==> src/rtl/ps2_pkg.sv <==
// Shared constants and FSM state type for the PS/2 receive path.
package ps2_pkg;

   localparam logic [7:0] PS2_EXTEND = 8'hE0;
   localparam logic [7:0] PS2_BREAK  = 8'hF0;
   localparam logic [7:0] PS2_BAT_OK = 8'hAA;

   typedef enum logic [1:0] {
      IDLE,
      DATA,
      PARITY,
      STOP
   } ps2_state_e;

endpackage

==> src/rtl/ps2_frame_receiver_if.sv <==
// Byte interface between the PS/2 frame receiver and the keyboard decoder.
interface ps2_frame_receiver_if;

   logic [7:0] key_in;
   logic       is_extend;
   logic       is_break;
   logic       valid;
   logic       err;

   modport master (
      output key_in,
      output is_extend,
      output is_break,
      output valid,
      output err
   );

   modport slave (
      input key_in,
      input is_extend,
      input is_break,
      input valid,
      input err
   );

endinterface

==> src/rtl/ps2_line_filter.sv <==
// Two-flop synchroniser plus FILTER_LEN-sample deglitch for the raw PS/2 clock.
// Emits a one-cycle strobe on each filtered 1->0 transition.
module ps2_line_filter #(
   parameter int unsigned FILTER_LEN = 8
) (
   input  logic clk,
   input  logic rst,
   input  logic line_raw,
   output logic fall
);

   localparam int unsigned CW = $clog2(FILTER_LEN + 1);

   logic [1:0]    sync_q, sync_d;
   logic          filt_q, filt_d;
   logic [CW-1:0] cnt_q,  cnt_d;
   logic          fall_q, fall_d;

   // Count consecutive synchronised samples that disagree with the filtered level.
   always_comb begin
      sync_d = {sync_q[0], line_raw};
      filt_d = filt_q;
      cnt_d  = '0;
      fall_d = 1'b0;
      if (sync_q[1] != filt_q) begin
         if (cnt_q == CW'(FILTER_LEN - 1)) begin
            filt_d = sync_q[1];
            fall_d = filt_q;
         end else begin
            cnt_d = cnt_q + CW'(1);
         end
      end
   end

   // Synchroniser, filter and strobe registers; idle line level is high.
   always_ff @(posedge clk or negedge rst) begin
      if (!rst) begin
         sync_q <= '1;
         filt_q <= 1'b1;
         cnt_q  <= '0;
         fall_q <= 1'b0;
      end else begin
         sync_q <= sync_d;
         filt_q <= filt_d;
         cnt_q  <= cnt_d;
         fall_q <= fall_d;
      end
   end

   assign fall = fall_q;

endmodule

==> src/rtl/ps2_frame_receiver.sv <==
// PS/2 receive link layer: deserialises 11-bit frames from the keyboard and
// classifies each byte as extend prefix, break prefix or ordinary scan code.
module ps2_frame_receiver
   import ps2_pkg::*;
#(
   parameter int unsigned FILTER_LEN     = 8,
   parameter int unsigned TIMEOUT_CYCLES = 200000
) (
   input  logic                  clk,
   input  logic                  rst,
   input  logic                  ps2_clk,
   input  logic                  ps2_data,
   ps2_frame_receiver_if.master  bus
);

   localparam int unsigned TW = $clog2(TIMEOUT_CYCLES + 1);

   logic          clk_fall;
   logic [1:0]    dsync_q, dsync_d;
   logic          data_s;

   ps2_state_e    state_q, state_d;
   logic [2:0]    bit_cnt_q, bit_cnt_d;
   logic [7:0]    shift_q, shift_d;
   logic          par_q, par_d;
   logic [TW-1:0] tmo_q, tmo_d;
   logic [7:0]    key_q, key_d;
   logic          ext_q, ext_d;
   logic          brk_q, brk_d;
   logic          vld_q, vld_d;
   logic          err_q, err_d;

   ps2_line_filter #(
      .FILTER_LEN(FILTER_LEN)
   ) u_clk_filt (
      .clk      (clk),
      .rst      (rst),
      .line_raw (ps2_clk),
      .fall     (clk_fall)
   );

   assign dsync_d = {dsync_q[0], ps2_data};
   assign data_s  = dsync_q[1];

   // Frame FSM, timeout counter and registered byte classification.
   always_comb begin
      state_d   = state_q;
      bit_cnt_d = bit_cnt_q;
      shift_d   = shift_q;
      par_d     = par_q;
      key_d     = key_q;
      ext_d     = 1'b0;
      brk_d     = 1'b0;
      vld_d     = 1'b0;
      err_d     = 1'b0;

      // Expiry is flagged as the counter steps onto TIMEOUT_CYCLES.
      tmo_d = (tmo_q == TW'(TIMEOUT_CYCLES)) ? tmo_q : tmo_q + TW'(1);
      if (clk_fall || state_q == IDLE) begin
         tmo_d = '0;
      end

      unique case (state_q)
         IDLE: begin
            if (clk_fall) begin
               if (!data_s) begin
                  state_d   = DATA;
                  bit_cnt_d = '0;
               end else begin
                  err_d = 1'b1;
               end
            end
         end
         DATA: begin
            if (clk_fall) begin
               shift_d   = {data_s, shift_q[7:1]};
               bit_cnt_d = bit_cnt_q + 3'd1;
               if (bit_cnt_q == 3'd7) begin
                  state_d = PARITY;
               end
            end
         end
         PARITY: begin
            if (clk_fall) begin
               par_d   = data_s;
               state_d = STOP;
            end
         end
         STOP: begin
            if (clk_fall) begin
               state_d = IDLE;
               if (data_s && ((^shift_q) ^ par_q)) begin
                  key_d = shift_q;
                  if (shift_q == PS2_EXTEND) begin
                     ext_d = 1'b1;
                  end else if (shift_q == PS2_BREAK) begin
                     brk_d = 1'b1;
                  end else begin
                     vld_d = 1'b1;
                  end
               end else begin
                  err_d = 1'b1;
               end
            end
         end
         default: state_d = IDLE;
      endcase

      // A fall strobe in the expiry cycle takes precedence over the timeout.
      if (state_q != IDLE && !clk_fall && tmo_q == TW'(TIMEOUT_CYCLES - 1)) begin
         state_d = IDLE;
         err_d   = 1'b1;
      end
   end

   // State, datapath and output pulse registers.
   always_ff @(posedge clk or negedge rst) begin
      if (!rst) begin
         dsync_q   <= '1;
         state_q   <= IDLE;
         bit_cnt_q <= '0;
         shift_q   <= '0;
         par_q     <= 1'b0;
         tmo_q     <= '0;
         key_q     <= '0;
         ext_q     <= 1'b0;
         brk_q     <= 1'b0;
         vld_q     <= 1'b0;
         err_q     <= 1'b0;
      end else begin
         dsync_q   <= dsync_d;
         state_q   <= state_d;
         bit_cnt_q <= bit_cnt_d;
         shift_q   <= shift_d;
         par_q     <= par_d;
         tmo_q     <= tmo_d;
         key_q     <= key_d;
         ext_q     <= ext_d;
         brk_q     <= brk_d;
         vld_q     <= vld_d;
         err_q     <= err_d;
      end
   end

   assign bus.key_in    = key_q;
   assign bus.is_extend = ext_q;
   assign bus.is_break  = brk_q;
   assign bus.valid     = vld_q;
   assign bus.err       = err_q;

endmodule

==> src/flat_wrapper.sv <==
// flat-port wrapper written by rule: the top's interface ports become plain ports
module ps2_frame_receiver_flat import ps2_pkg::*;
#(
   parameter int unsigned FILTER_LEN     = 8,
   parameter int unsigned TIMEOUT_CYCLES = 200000
)
  (clk, rst, ps2_clk, ps2_data, bus_key_in, bus_is_extend, bus_is_break, bus_valid, bus_err);
  ps2_frame_receiver_if bus_i ();
  input  logic clk;
  input  logic rst;
  input  logic ps2_clk;
  input  logic ps2_data;
  output wire logic [$bits(bus_i.key_in)-1:0] bus_key_in;
  output wire logic [$bits(bus_i.is_extend)-1:0] bus_is_extend;
  output wire logic [$bits(bus_i.is_break)-1:0] bus_is_break;
  output wire logic [$bits(bus_i.valid)-1:0] bus_valid;
  output wire logic [$bits(bus_i.err)-1:0] bus_err;
  assign bus_key_in = bus_i.key_in;
  assign bus_is_extend = bus_i.is_extend;
  assign bus_is_break = bus_i.is_break;
  assign bus_valid = bus_i.valid;
  assign bus_err = bus_i.err;
  ps2_frame_receiver #(.FILTER_LEN(FILTER_LEN), .TIMEOUT_CYCLES(TIMEOUT_CYCLES)) u_core (.clk(clk), .rst(rst), .ps2_clk(ps2_clk), .ps2_data(ps2_data), .bus(bus_i));
endmodule
==> config.mk <==
export PLATFORM = sky130hd
export DESIGN_NAME = ps2_frame_receiver_flat
export DESIGN_NICKNAME = d
export VERILOG_FILES = /design/src/rtl/ps2_pkg.sv /design/src/rtl/ps2_frame_receiver_if.sv /design/src/rtl/ps2_line_filter.sv /design/src/rtl/ps2_frame_receiver.sv /design/src/flat_wrapper.sv
export SDC_FILE = /design/constraint.sdc
export NUM_CORES = 1
export LEC_CHECK = 0
export CORE_AREA = 5 5 71 73
export DETAILED_ROUTE_END_ITERATION = 12
export DIE_AREA = 0 0 76 78
export HOLD_SLACK_MARGIN = 0.03
export PLACE_DENSITY = 0.82
export SLEW_MARGIN = 10
export SYNTH_ARGS = -nofsm -noshare
export SYNTH_HDL_FRONTEND = slang
export SYNTH_HIERARCHICAL = 1
export SYNTH_SLANG_ARGS = --single-unit
==> constraint.sdc <==
create_clock -name clk -period 4.2 [get_ports clk]
set_input_delay 1.26 -clock clk [delete_from_list [all_inputs] [get_ports clk]]
set_output_delay 1.26 -clock clk [all_outputs]
set_load 0.05 [all_outputs]
==> impl_metrics.ini <==
[outcome]
run_status = finished clean

[cts]
clk_transition_reported_paths_ns = 0.09
tritoncts = done
cts_root_buf = clkbuf_8
holdBufCountCts = 0
cts.sinks = 54
numCtsBuffers = 5
clockBufferDepth = 2
cts_resized = 0
post_cts_buffers = 0
clk_latency_ns = 0.30
h-tree-depth = 2

[pwr]
clockPowerShare_pct = 23.8
p_total_mw = 1.14
p_int_mw = 0.783
pwr-share-comb_pct = 22.4
p_leak_nw = 1.36
ir_drop_mv = 0.263
power.density_nw_per_um2 = 394
power_frac_seq_pct = 53.9
p_switching_mw = 0.357
sw_frac_of_total_pct = 31.3

[place]
numPortBuffers = 15
placed_area_sq_um = 2810
gp_congestion = 0.818
dpl.hpwl_microns = 2900

[synth]
avgSynthCellArea_sq_um = 11.4
synth_xor_xnor_area_share_pct = 5.19
synth_seq_area_share_pct = 51.6
syn_area_sq_um = 2630
synth_compound_area_share_pct = 6.23
synthCells = 230
synth_edf_count = 0
synth_top_family_by_area = simple AND/OR/NAND/NOR gates
synth-simple-area-share_pct = 17.8
yosysUniqueCellTypes = 43
yosysWarnings = 6
ys_ff_latch = 54
synth_fa_ha_area_share_pct = 6.66
synthFlopType = dfrtp_1
async_flop_share_pct = 100
muxShareOfSynthArea_pct = 9.13
synth_nets = 248

[critical_path]
max_stage_delay_ns = 0.81
endpoint = bus_key_in[4]
crit_chain = clkdlybuf4s50_1
cp.depth = 1
cp_max_fo = 2
crit_required_ns = 2.94
r2r.worst_path.cells = 6
endpoint_kind = primary output
path_delay_family = buffers and inverters
worst_setup_path_start_kind = flip-flop
reg2reg_slack_ns = 1.62
r2r-start = u_core/shift_q[1]
crit_type = flip-flop to primary output
critPathArrivalTime_ns = 1.47
startpoint = u_core/bus.key_in[4]
path_buf_inv = 1
rr_endpoint = u_core/bus.key_in[7]
slowest_stage = clkdlybuf4s50_1

[die]
die_h_microns = 78
io_pins = 16
die-area_sq_um = 5930
die-width_microns = 76
initial_utilization_pct = 61.2
core-area_sq_um = 4290
num_rows = 24

[sta]
max_freq_mhz = 366
setup-violations-final = 0
timing.slew.headroom_pct = 51.5
finalHoldViolCount = 0
drv_slew = 0
fin_setup_tns_ns = 0
tightest_slew_ns = 0.725
rsz0062_at_grt = false
skew_ns = 0.0124
post-route-min-period_ns = 2.73
fin_crit_sh_pct = 65.1

[worst_hold_path]
min_path_type = flip-flop to flip-flop

[layout]
antenna_cells = 0
final_layout_size_suffix_gt1_share_pct = 16.3
layout_common_cells = dfrtp_1, nor2_1, nand2_1
finalInstanceArea_sq_um = 2900
fillers = 309
layout_commonest_cell = dfrtp_1
area_growth_pct = 10.1
nets = 264

[global_route]
use_met2_pct = 24.7
grt_overflow = 0
grt_max_degree = 53
antenna_found_initial = 0
busiest_layer = met2
use_met3_pct = 3.24
grt_use_met1_pct = 20.8
grt_pass1_vias = 1670
grt.total_usage_pct = 15.3
grt_pass1_wl_microns = 7620

[route]
drc = 0
drtPass1Iterations = 4
drtAntennaViolNets = 0
wl_per_cell_microns = 13.7
wl_microns = 4070
vias = 1676
viasPerCell = 5.62
drt_iter0_drc = 87

[flow_run]
maxCapViolCount = 0
[cell usage after synthesis (2+ instances only)]
cell	instances	area, sq um
nor2_1	23	86.3
nor4_1	2	12.5
nand4_1	2	12.5
a31o_2	3	26.3
or3_1	3	18.8
a22o_1	2	17.5
nor2b_1	3	18.8
o211ai_1	3	22.5
nand2_1	16	60.1
mux2i_1	3	30.0
a21oi_1	7	35.0
mux2_4	8	120
xnor2_1	11	96.3
nor3b_1	2	15.0
ha_1	14	175
nand3_1	11	55.1
nor3_1	6	30.0
xor2_1	2	17.5
dfrtp_1	49	1230
o21ai_0	6	30.0
nor4b_1	3	26.3
clkbuf_1	4	15.0
mux2_2	8	90.1
inv_1	14	52.6
dfstp_2	5	131
or2_2	2	12.5
nand2b_1	2	12.5
[how the worst min path moves through the flow]
stage / from / end / depth (start not counted)
3_3_place_gp: u_core/dsync_q[0] / u_core/dsync_q[1] / 0
4_1_cts: u_core/dsync_q[0] / u_core/dsync_q[1] / 0
5_1_grt: u_core/dsync_q[0] / u_core/dsync_q[1] / 0
2_1_floorplan: u_core/dsync_q[0] / u_core/dsync_q[1] / 0
6_report: u_core/dsync_q[0] / u_core/dsync_q[1] / 0
3_5_place_dp: u_core/dsync_q[0] / u_core/dsync_q[1] / 0
[layout make-up]
type	instances	area [sq um]	share of cell area (%)
clock buffer	6	72.6	2.51
timing repair buffer	16	155	5.36
sequential	54	1360	46.9
clock inverter	1	7.51	0.259
multi-input combinational	155	1180	40.9
tap	52	65.1	2.25
inverter	14	52.6	1.82
[state kept, by name (all words and copies together), names as in the netlist]
signal                    flops
u_core/bit_cnt_q              3
u_core/bus.err                1
u_core/bus.is_break           1
u_core/bus.is_extend          1
u_core/bus.key_in             8
u_core/bus.valid              1
u_core/dsync_q                2
u_core/par_q                  1
u_core/shift_q                8
u_core/state_q                2
u_core/tmo_q                 18
u_core/u_clk_filt/cnt_q       4
u_core/u_clk_filt/fall        1
u_core/u_clk_filt/filt_q      1
u_core/u_clk_filt/sync_q      2
[worst reg2reg max path, stage by stage (launching register included)]
cell and delay, ns:
dfrtp_1 0.38, inv_1 0.06, ha_1 0.27, xnor3_1 0.39, xnor2_1 0.23, nand4_1 0.61, mux2_4 0.52
[routing by layer]
layer | vias to the layer above | share of wire (%)
li1 | 824 | -
met4 | 0 | 0.98
met3 | 4 | 4.3
met5 | - | 0
met2 | 40 | 47
met1 | 808 | 48
[per-stage QoR]
stage / cells / setup slack, ns / utilization, % / hold WS, ns
6_report: 298 / 1.47 / 67.4 / 0.360
5_1_grt: 298 / 1.42 / 67.4 / 0.370
4_1_cts: 298 / 1.45 / 67.4 / 0.360
3_5_place_dp: 291 / 1.66 / 65.5 / 0.347
3_3_place_gp: 291 / 1.72 / 65.5 / 0.346
2_1_floorplan: 230 / 2.25 / - / 0.345
[power by group through the flow]
stage / registers, mW / clock network, mW / logic [mW]
after global placement: 0.621 / 0 / 0.244
after detailed placement: 0.622 / 0 / 0.256
after global routing: 0.622 / 0.302 / 0.295
after floorplan: 0.612 / 0 / 0.202
after CTS: 0.614 / 0.282 / 0.258
final: 0.614 / 0.271 / 0.255
[logic make-up after synthesis]
logic type                 after synthesis
and+or+nand+nor                         83
muxes                                   19
AOI/OAI and AO/OA                       25
buffers and inverters                   21
xor gates and xnor gates                14
DFF                                     54
adders and majority gates               14
Note: power is estimated with default switching activity, not from simulation.
